==> src/rtl/audio_mixer.sv <==
// Three-stage audio mixer.
//   Stage 1: per-channel normalisation to signed 16 bits and gain shift.
//   Stage 2: registered sum of all channel words in ACC_W bits.
//   Stage 3: saturation to 16 bits, output register and clip-hold counter.
// A strobe in cycle N produces out_valid in cycle N+3, one sample per cycle.

module audio_mixer #(
    parameter int CHANNELS  = 4,
    parameter int IN_W      = 16,
    parameter int CLIP_HOLD = 1000000
) (
    input  logic                     clk_sys,
    input  logic                     reset,
    input  logic                     in_stb,
    input  logic [CHANNELS*IN_W-1:0] in_data,
    input  logic [CHANNELS-1:0]      in_signed,
    input  logic [CHANNELS*2-1:0]    in_gain,
    output logic [15:0]              out_data,
    output logic                     out_valid,
    output logic                     out_clip
);

    // x4 gain on a full-scale 16-bit value needs 18 bits; the sum of
    // CHANNELS such words needs clog2(CHANNELS) more to never overflow.
    localparam int ACC_W = 18 + $clog2(CHANNELS);
    localparam int CNT_W = $clog2(CLIP_HOLD + 1);
    localparam int SHIFT = 16 - IN_W;

    typedef logic signed [ACC_W-1:0] acc_t;

    localparam acc_t             SAT_MAX   = acc_t'(32767);
    localparam acc_t             SAT_MIN   = acc_t'(-32768);
    localparam logic [CNT_W-1:0] CLIP_LOAD = CNT_W'(CLIP_HOLD);
    localparam logic [CNT_W-1:0] CNT_ONE   = CNT_W'(1);

    // Normalise one channel and apply its gain. Offset-binary inputs become
    // two's complement by inverting the MSB; narrow samples are left-justified.
    function automatic acc_t scale_sample(
        input logic [IN_W-1:0] raw,
        input logic            is_signed,
        input logic [1:0]      gain
    );
        logic [IN_W-1:0]    adj;
        logic signed [15:0] norm;
        acc_t               ext;
        acc_t               res;
        adj           = raw;
        adj[IN_W-1]   = raw[IN_W-1] ^ ~is_signed;
        norm          = 16'(adj) << SHIFT;
        ext           = acc_t'(norm);
        case (gain)
            2'd0:    res = '0;
            2'd1:    res = ext;
            2'd2:    res = ext <<< 1;
            2'd3:    res = ext <<< 2;
            default: res = '0;
        endcase
        return res;
    endfunction

    acc_t             word_d [CHANNELS];
    acc_t             word_q [CHANNELS];
    logic             valid1_d, valid1_q;
    acc_t             sum_d, sum_q;
    logic             valid2_d, valid2_q;
    logic [15:0]      out_data_d, out_data_q;
    logic             out_valid_d, out_valid_q;
    logic [CNT_W-1:0] clip_cnt_d, clip_cnt_q;
    logic             out_clip_d, out_clip_q;
    logic             clip_event_s;

    // Stage 1: capture data, signedness and gain together on the strobe.
    always_comb begin
        valid1_d = in_stb;
        for (int i = 0; i < CHANNELS; i++) begin
            if (in_stb) begin
                word_d[i] = scale_sample(in_data[i*IN_W +: IN_W],
                                         in_signed[i],
                                         in_gain[i*2 +: 2]);
            end else begin
                word_d[i] = word_q[i];
            end
        end
    end

    // Stage 2: full-width sum of all channel words (a plain register when CHANNELS=1).
    always_comb begin
        valid2_d = valid1_q;
        if (valid1_q) begin
            sum_d = '0;
            for (int i = 0; i < CHANNELS; i++) begin
                sum_d = sum_d + word_q[i];
            end
        end else begin
            sum_d = sum_q;
        end
    end

    // Stage 3: saturate, hold output between updates, run the clip-hold counter.
    always_comb begin
        out_valid_d  = valid2_q;
        out_data_d   = out_data_q;
        clip_event_s = 1'b0;
        if (valid2_q) begin
            if (sum_q > SAT_MAX) begin
                out_data_d   = 16'h7FFF;
                clip_event_s = 1'b1;
            end else if (sum_q < SAT_MIN) begin
                out_data_d   = 16'h8000;
                clip_event_s = 1'b1;
            end else begin
                out_data_d   = sum_q[15:0];
            end
        end else begin
            out_data_d = out_data_q;
        end
        // A new clip reloads the hold time rather than adding to it.
        if (clip_event_s) begin
            clip_cnt_d = CLIP_LOAD;
        end else if (clip_cnt_q != '0) begin
            clip_cnt_d = clip_cnt_q - CNT_ONE;
        end else begin
            clip_cnt_d = clip_cnt_q;
        end
        out_clip_d = (clip_cnt_d != '0);
    end

    // Pipeline and output registers; reset overrides strobe and clip events.
    always_ff @(posedge clk_sys) begin
        if (reset) begin
            for (int i = 0; i < CHANNELS; i++) begin
                word_q[i] <= '0;
            end
            valid1_q    <= 1'b0;
            sum_q       <= '0;
            valid2_q    <= 1'b0;
            out_data_q  <= 16'h0000;
            out_valid_q <= 1'b0;
            clip_cnt_q  <= '0;
            out_clip_q  <= 1'b0;
        end else begin
            for (int i = 0; i < CHANNELS; i++) begin
                word_q[i] <= word_d[i];
            end
            valid1_q    <= valid1_d;
            sum_q       <= sum_d;
            valid2_q    <= valid2_d;
            out_data_q  <= out_data_d;
            out_valid_q <= out_valid_d;
            clip_cnt_q  <= clip_cnt_d;
            out_clip_q  <= out_clip_d;
        end
    end

    assign out_data  = out_data_q;
    assign out_valid = out_valid_q;
    assign out_clip  = out_clip_q;

endmodule

==> config.mk <==
export PLATFORM = sky130hd
export DESIGN_NAME = audio_mixer
export DESIGN_NICKNAME = d
export VERILOG_FILES = /design/src/rtl/audio_mixer.sv
export SDC_FILE = /design/constraint.sdc
export NUM_CORES = 1
export LEC_CHECK = 0
export CORE_MARGIN = 4
export CORE_UTILIZATION = 57
export DETAILED_ROUTE_END_ITERATION = 16
export HOLD_SLACK_MARGIN = 0.12
export PLACE_DENSITY = 0.81
export RECOVER_POWER = 25
export REMOVE_ABC_BUFFERS = 1
export SYNTH_ARGS = -nofsm -noshare
export SYNTH_HDL_FRONTEND = slang
export SYNTH_SLANG_ARGS = --single-unit
export TNS_END_PERCENT = 1
==> constraint.sdc <==
create_clock -name clk_sys -period 3.6 [get_ports clk_sys]
set_input_delay 0.54 -clock clk_sys [delete_from_list [all_inputs] [get_ports clk_sys]]
set_output_delay 0.54 -clock clk_sys [all_outputs]
set_load 0.05 [all_outputs]
==> results.md <==
Status:
- The run finished, with violations left.
- The checks that failed: max-capacitance violations, max-slew violations.

STA:
- Across all setup checks in the final design, the least slack found is around 0.13 ns.
- The transition time at the pin with the least slew margin is between 2 and 2.5 ns.
- The number of failing hold endpoints at the final stage came to 0.
- Setup violations remaining at the end of the flow were counted as 0.
- The relative max-transition margin is -33.3%.
- Timing would allow up to 288 MHz.
- The worst setup skew after layout is roughly 0.0068 ns.
- The minimum clock period after layout is approximately 3.5 ns.
- Dividing the final minimum period by the clock period gives between 90% and 100%.
- The total count of max-transition violations in the final report is between 40 and 50.

Global route:
- The initial antenna violation count is 0.
- The first-pass GRT wire length is roughly 34000 um.
- The via count of the first global-routing pass is 6933.
- Summed over all layers, the global routing overflow is 0.
- The maximum number of pins on one net before global-route repair is 56.
- Global routing consumed, over all layers together, 25.3% of the routing resources.

Critical path:
- The largest single stage delay on the critical path is 0.56 ns.
- The buffering stage count on the worst path with inverters included is 3.
- The critical path capture point type is a register.
- The launch point of the worst reg-to-reg path is word_q[1][1]$_SDFFE_PP0P_.
- The worst setup path is launched from a register.
- In this run the worst path has a maximum fanout of 4.
- Among all stages on the critical path, the largest delay is contributed by fa_1.
- The endpoint arrival time on the critical path is 3.78 ns.
- The critical path goes through inv_1 > fa_1 > fa_1 > inv_1 > ha_1 > inv_2 > fa_2 > nor2b_2 > o31a_1 > o2111ai_2 > nand4_1 > a31oi_2 > nor4b_1 > a211o_1.
- The family with the most delay on the worst path is adder cells.
- Data on the critical path is required at its endpoint by around 3.9 ns.
- The type of the worst setup path is register to register.
- The worst setup path startpoint is word_q[1][1]$_SDFFE_PP0P_.
- The setup slack of the most critical reg-to-reg path is 0.13 ns.

Layout:
- Registers take around 0.0026 sq mm.
- The layout overhead on the synthesized area is 21.0%.
- After filler insertion, the fill cell instance count of the layout stands at around 1100.
- 0 antenna diodes ended up in the layout.
- The area taken by multi-input logic gates is about 0.0050 sq mm.
- After the last flow step, the layout net total stands at roughly 1200.
- The share of post-route cells with drive strength above 1 is roughly a tenth.

Power:
- Summing internal, switching and leakage power gives between 0.005 and 0.006 W.
- The cell leakage power is approximately 4 nW.
- For this design the ratio of total power to cell area is 574 mW/mm^2.
- Cell internal power was estimated by the tool at 0.00379 W.
- VDD sags by at most between 0.3 and 0.4 mV.
- The proportion of power drawn by combinational gates is a little over a third.
- The switching power total is 0.00197 W.
- The share of total power in sequential cells is a little under a third.
- Per report_power, the clock group accounts for 33.0% of the total.
- Net switching is between 30% and 40% of the power.

Detailed routing:
- The post-route antenna net violation count is 0.
- The number of remaining DRC errors is 0.
- The wire length per cell after detailed routing is ~16 um.
- The final route contains ~7200 vias.
- The number of DRC markers after the initial detailed-route iteration is 558.
- After detailed routing, the number of vias per cell comes to a little under 6.
- Wires add up to just over 20000 um.
- The first-pass iteration count of the detailed router is 5.

Clock tree:
- The CTS tree is built.
- Clock latency on the worst-skew pair, taken at its later pin, is 0.42 ns.
- The clock transition at the registers of the reported paths is 0.06 ns.
- The CTS sink count is around 130.
- The clock passes through at most 2 buffers.
- The H-tree generated during clock tree synthesis spans 4 levels.
- In this run, CTS created clock tree buffers numbering 17.
- The cell sitting at the root of the clock tree is a clkbuf_16.

Flow run:
- The total of max-cap violations is 1.

Floorplan:
- The die covers 0.0165 sq mm.
- The initial standard-cell utilization of the core is around three fifths.
- The overall die width is ~130 um.
- The number of top-level design ports is 97.
- In this run the core area contains between 40 and 50 standard-cell rows.
- The die boundary height is 129 um.
- The placeable core area is about 0.014 sq mm.

Logic synthesis:
- Of the total synthesized cell area, the portion taken by XOR and XNOR cells is 3.07%.
- A synthesized cell averages around 8.6 sq um.
- The count of different cell masters after synthesis is 72.
- After synthesis, the largest family of logic cells by area is compound AO/OA/AOI/OAI gates.
- The post-synthesis async set-or-reset flop share is 0%.
- The adder-cell share of the synthesized area is between 10% and 20%.
- The synthesized netlist devotes roughly a fifth of its cell area to compound gates.
- The Yosys step of the flow raised 0 warnings.
- After synthesis, the share of cell area in mux cells is roughly a tenth.
- The area share of the leading cell type in the synthesized netlist is roughly a third.
- The flip-flop and latch count after synthesis is 132.
- The number of enable-type register cells in the synthesized netlist is 0.
- Summing the areas of all and, or, nand and nor instances in the mapped netlist gives 14.7% of the synthesized area.
- The cell accounting for the most synthesized area is dfxtp_1.
- Yosys attributes the largest share of cell area to dfxtp_1, fa_1, mux2i_1.
- In the synthesized netlist the dominant register cell turns out to be dfxtp_1.
- Yosys instantiated no cell more often than dfxtp_1.
- The commonest cells after synthesis are dfxtp_1, a21oi_1, inv_1, nor2_1, mux2i_1.
- In this run the cell area of the synthesized design comes to a little over 0.008 sq mm.
- Synthesis produced a netlist whose cell count is ~970.
- Sequential elements use a little under a third of the synthesized area.

Place:
- Once detailed placement completed, the half-perimeter wirelength came to 14600 um.
- The count of input and output buffers is 96.
- Prior to clock tree synthesis, the placed netlist has a worst setup slack of ~0.12 ns.
- The final weighted congestion of routability-driven global placement is a little under 0.9.

Hold path:
- The startpoint of the lowest-slack hold path is out_data[7]$_SDFFE_PP0P_.
- The tightest min-delay check is of the register to register type.
[layout by cell type (no fill, tap or decap), drive strengths merged, types with 6 or more instances in the layout]
cell type / instances
nor2: 86
nand2b: 20
clkbuf: 19
ha: 21
nor4: 7
buf: 21
xnor2: 20
a221oi: 21
xor2: 9
nor3: 12
clkdlybuf4s50: 94
inv: 112
o21a: 6
a21o: 6
mux2i: 62
mux2: 16
a211oi: 51
nand4: 11
dfxtp: 132
nand2: 25
o311ai: 6
clkinv: 7
o21ai: 28
nand3: 12
a21oi: 121
nor2b: 15
a31oi: 8
fa: 37
[path summary, 6_finish.rpt]
path,depth (start not counted),end
setup / recovery,14,sum_q[15]$_SDFFE_PP0P_
hold / removal,2,out_data[7]$_SDFFE_PP0P_
setup reg to reg,14,sum_q[15]$_SDFFE_PP0P_
hold reg to reg,2,out_data[7]$_SDFFE_PP0P_
[per-stage QoR]
| stage | util (%) | instances | TNS [ns] | area [sq um] | hold slack (ns) |
|---|---|---|---|---|---|
| 2_1_floorplan | - | 901 | 0 | 8020 | 0.435 |
| 4_1_cts | 71.2 | 1228 | 0 | 10000 | 0.470 |
| 5_1_grt | 71.4 | 1230 | -0.0864 | 10000 | 0.486 |
| 3_3_place_gp | 66.6 | 1196 | 0 | 9350 | 0.455 |
| 3_5_place_dp | 66.6 | 1196 | 0 | 9350 | 0.457 |
| 6_report | 71.4 | 1230 | 0 | 10000 | 0.467 |
[power by group through the flow]
| stage | logic [W] | clock network (W) | registers [W] |
|---|---|---|---|
| detailed placement | 0.00197 | 0 | 0.00186 |
| CTS | 0.00199 | 0.00191 | 0.00183 |
| finish | 0.00202 | 0.00190 | 0.00184 |
| global route | 0.00225 | 0.00199 | 0.00186 |
| floorplan | 0.00141 | 0 | 0.00187 |
| global placement | 0.00193 | 0 | 0.00185 |
[per-layer routing]
metal | GRT usage, % | part of all wire (%) | vias to the layer above
met3 | 5.69 | 6.6 | 36
met5 | 0 | 0 | -
met4 | 9.82 | 2.6 | 0
li1 | - | - | 3520
met1 | 35.2 | 46 | 3424
met2 | 38.4 | 45 | 241
[layout make-up]
type	count	area share (%)
clock inverter	14	2.07
clock buffer	18	4.38
multi-input combinational	657	49.7
tap	180	2.25
inverter	112	4.19
sequential	132	26.4
timing repair buffer	117	11.1
[worst reg2reg max path, cell delays in order, from the launching register on]
cell	delay, ns
dfxtp_1	0.30
inv_1	0.06
fa_1	0.51
fa_1	0.56
inv_1	0.05
ha_1	0.22
inv_2	0.07
fa_2	0.22
nor2b_2	0.06
o31a_1	0.33
o2111ai_2	0.21
nand4_1	0.20
a31oi_2	0.25
nor4b_1	0.07
a211o_1	0.23
[cell families (layout without fill, tap and decap cells)]
family,Yosys count,count (layout)
xor+xnor,29,29
buf+inv,177,261
simple gates,225,225
compound gates,267,267
flops,132,132
mux,78,78
fa+ha+maj,58,58
[state kept, by name (all words and copies together) (netlist names)]
| signal | count |
|---|---|
| out_valid_d | 1 |
| valid1_q | 1 |
| sum_q | 20 |
| out_valid | 1 |
| word_q | 72 |
| out_data | 16 |
| out_clip | 1 |
| clip_cnt_q | 20 |
[repair_timing]
| action | in CTS | in global routing |
|---|---|---|
| endpoints found under the setup margin | 0 | 6 |
| buffers inserted | 0 | 2 |
| hold buffers | 0 | 0 |
| gates resized for setup | 0 | 8 |
(Power assumes the default switching activity.)
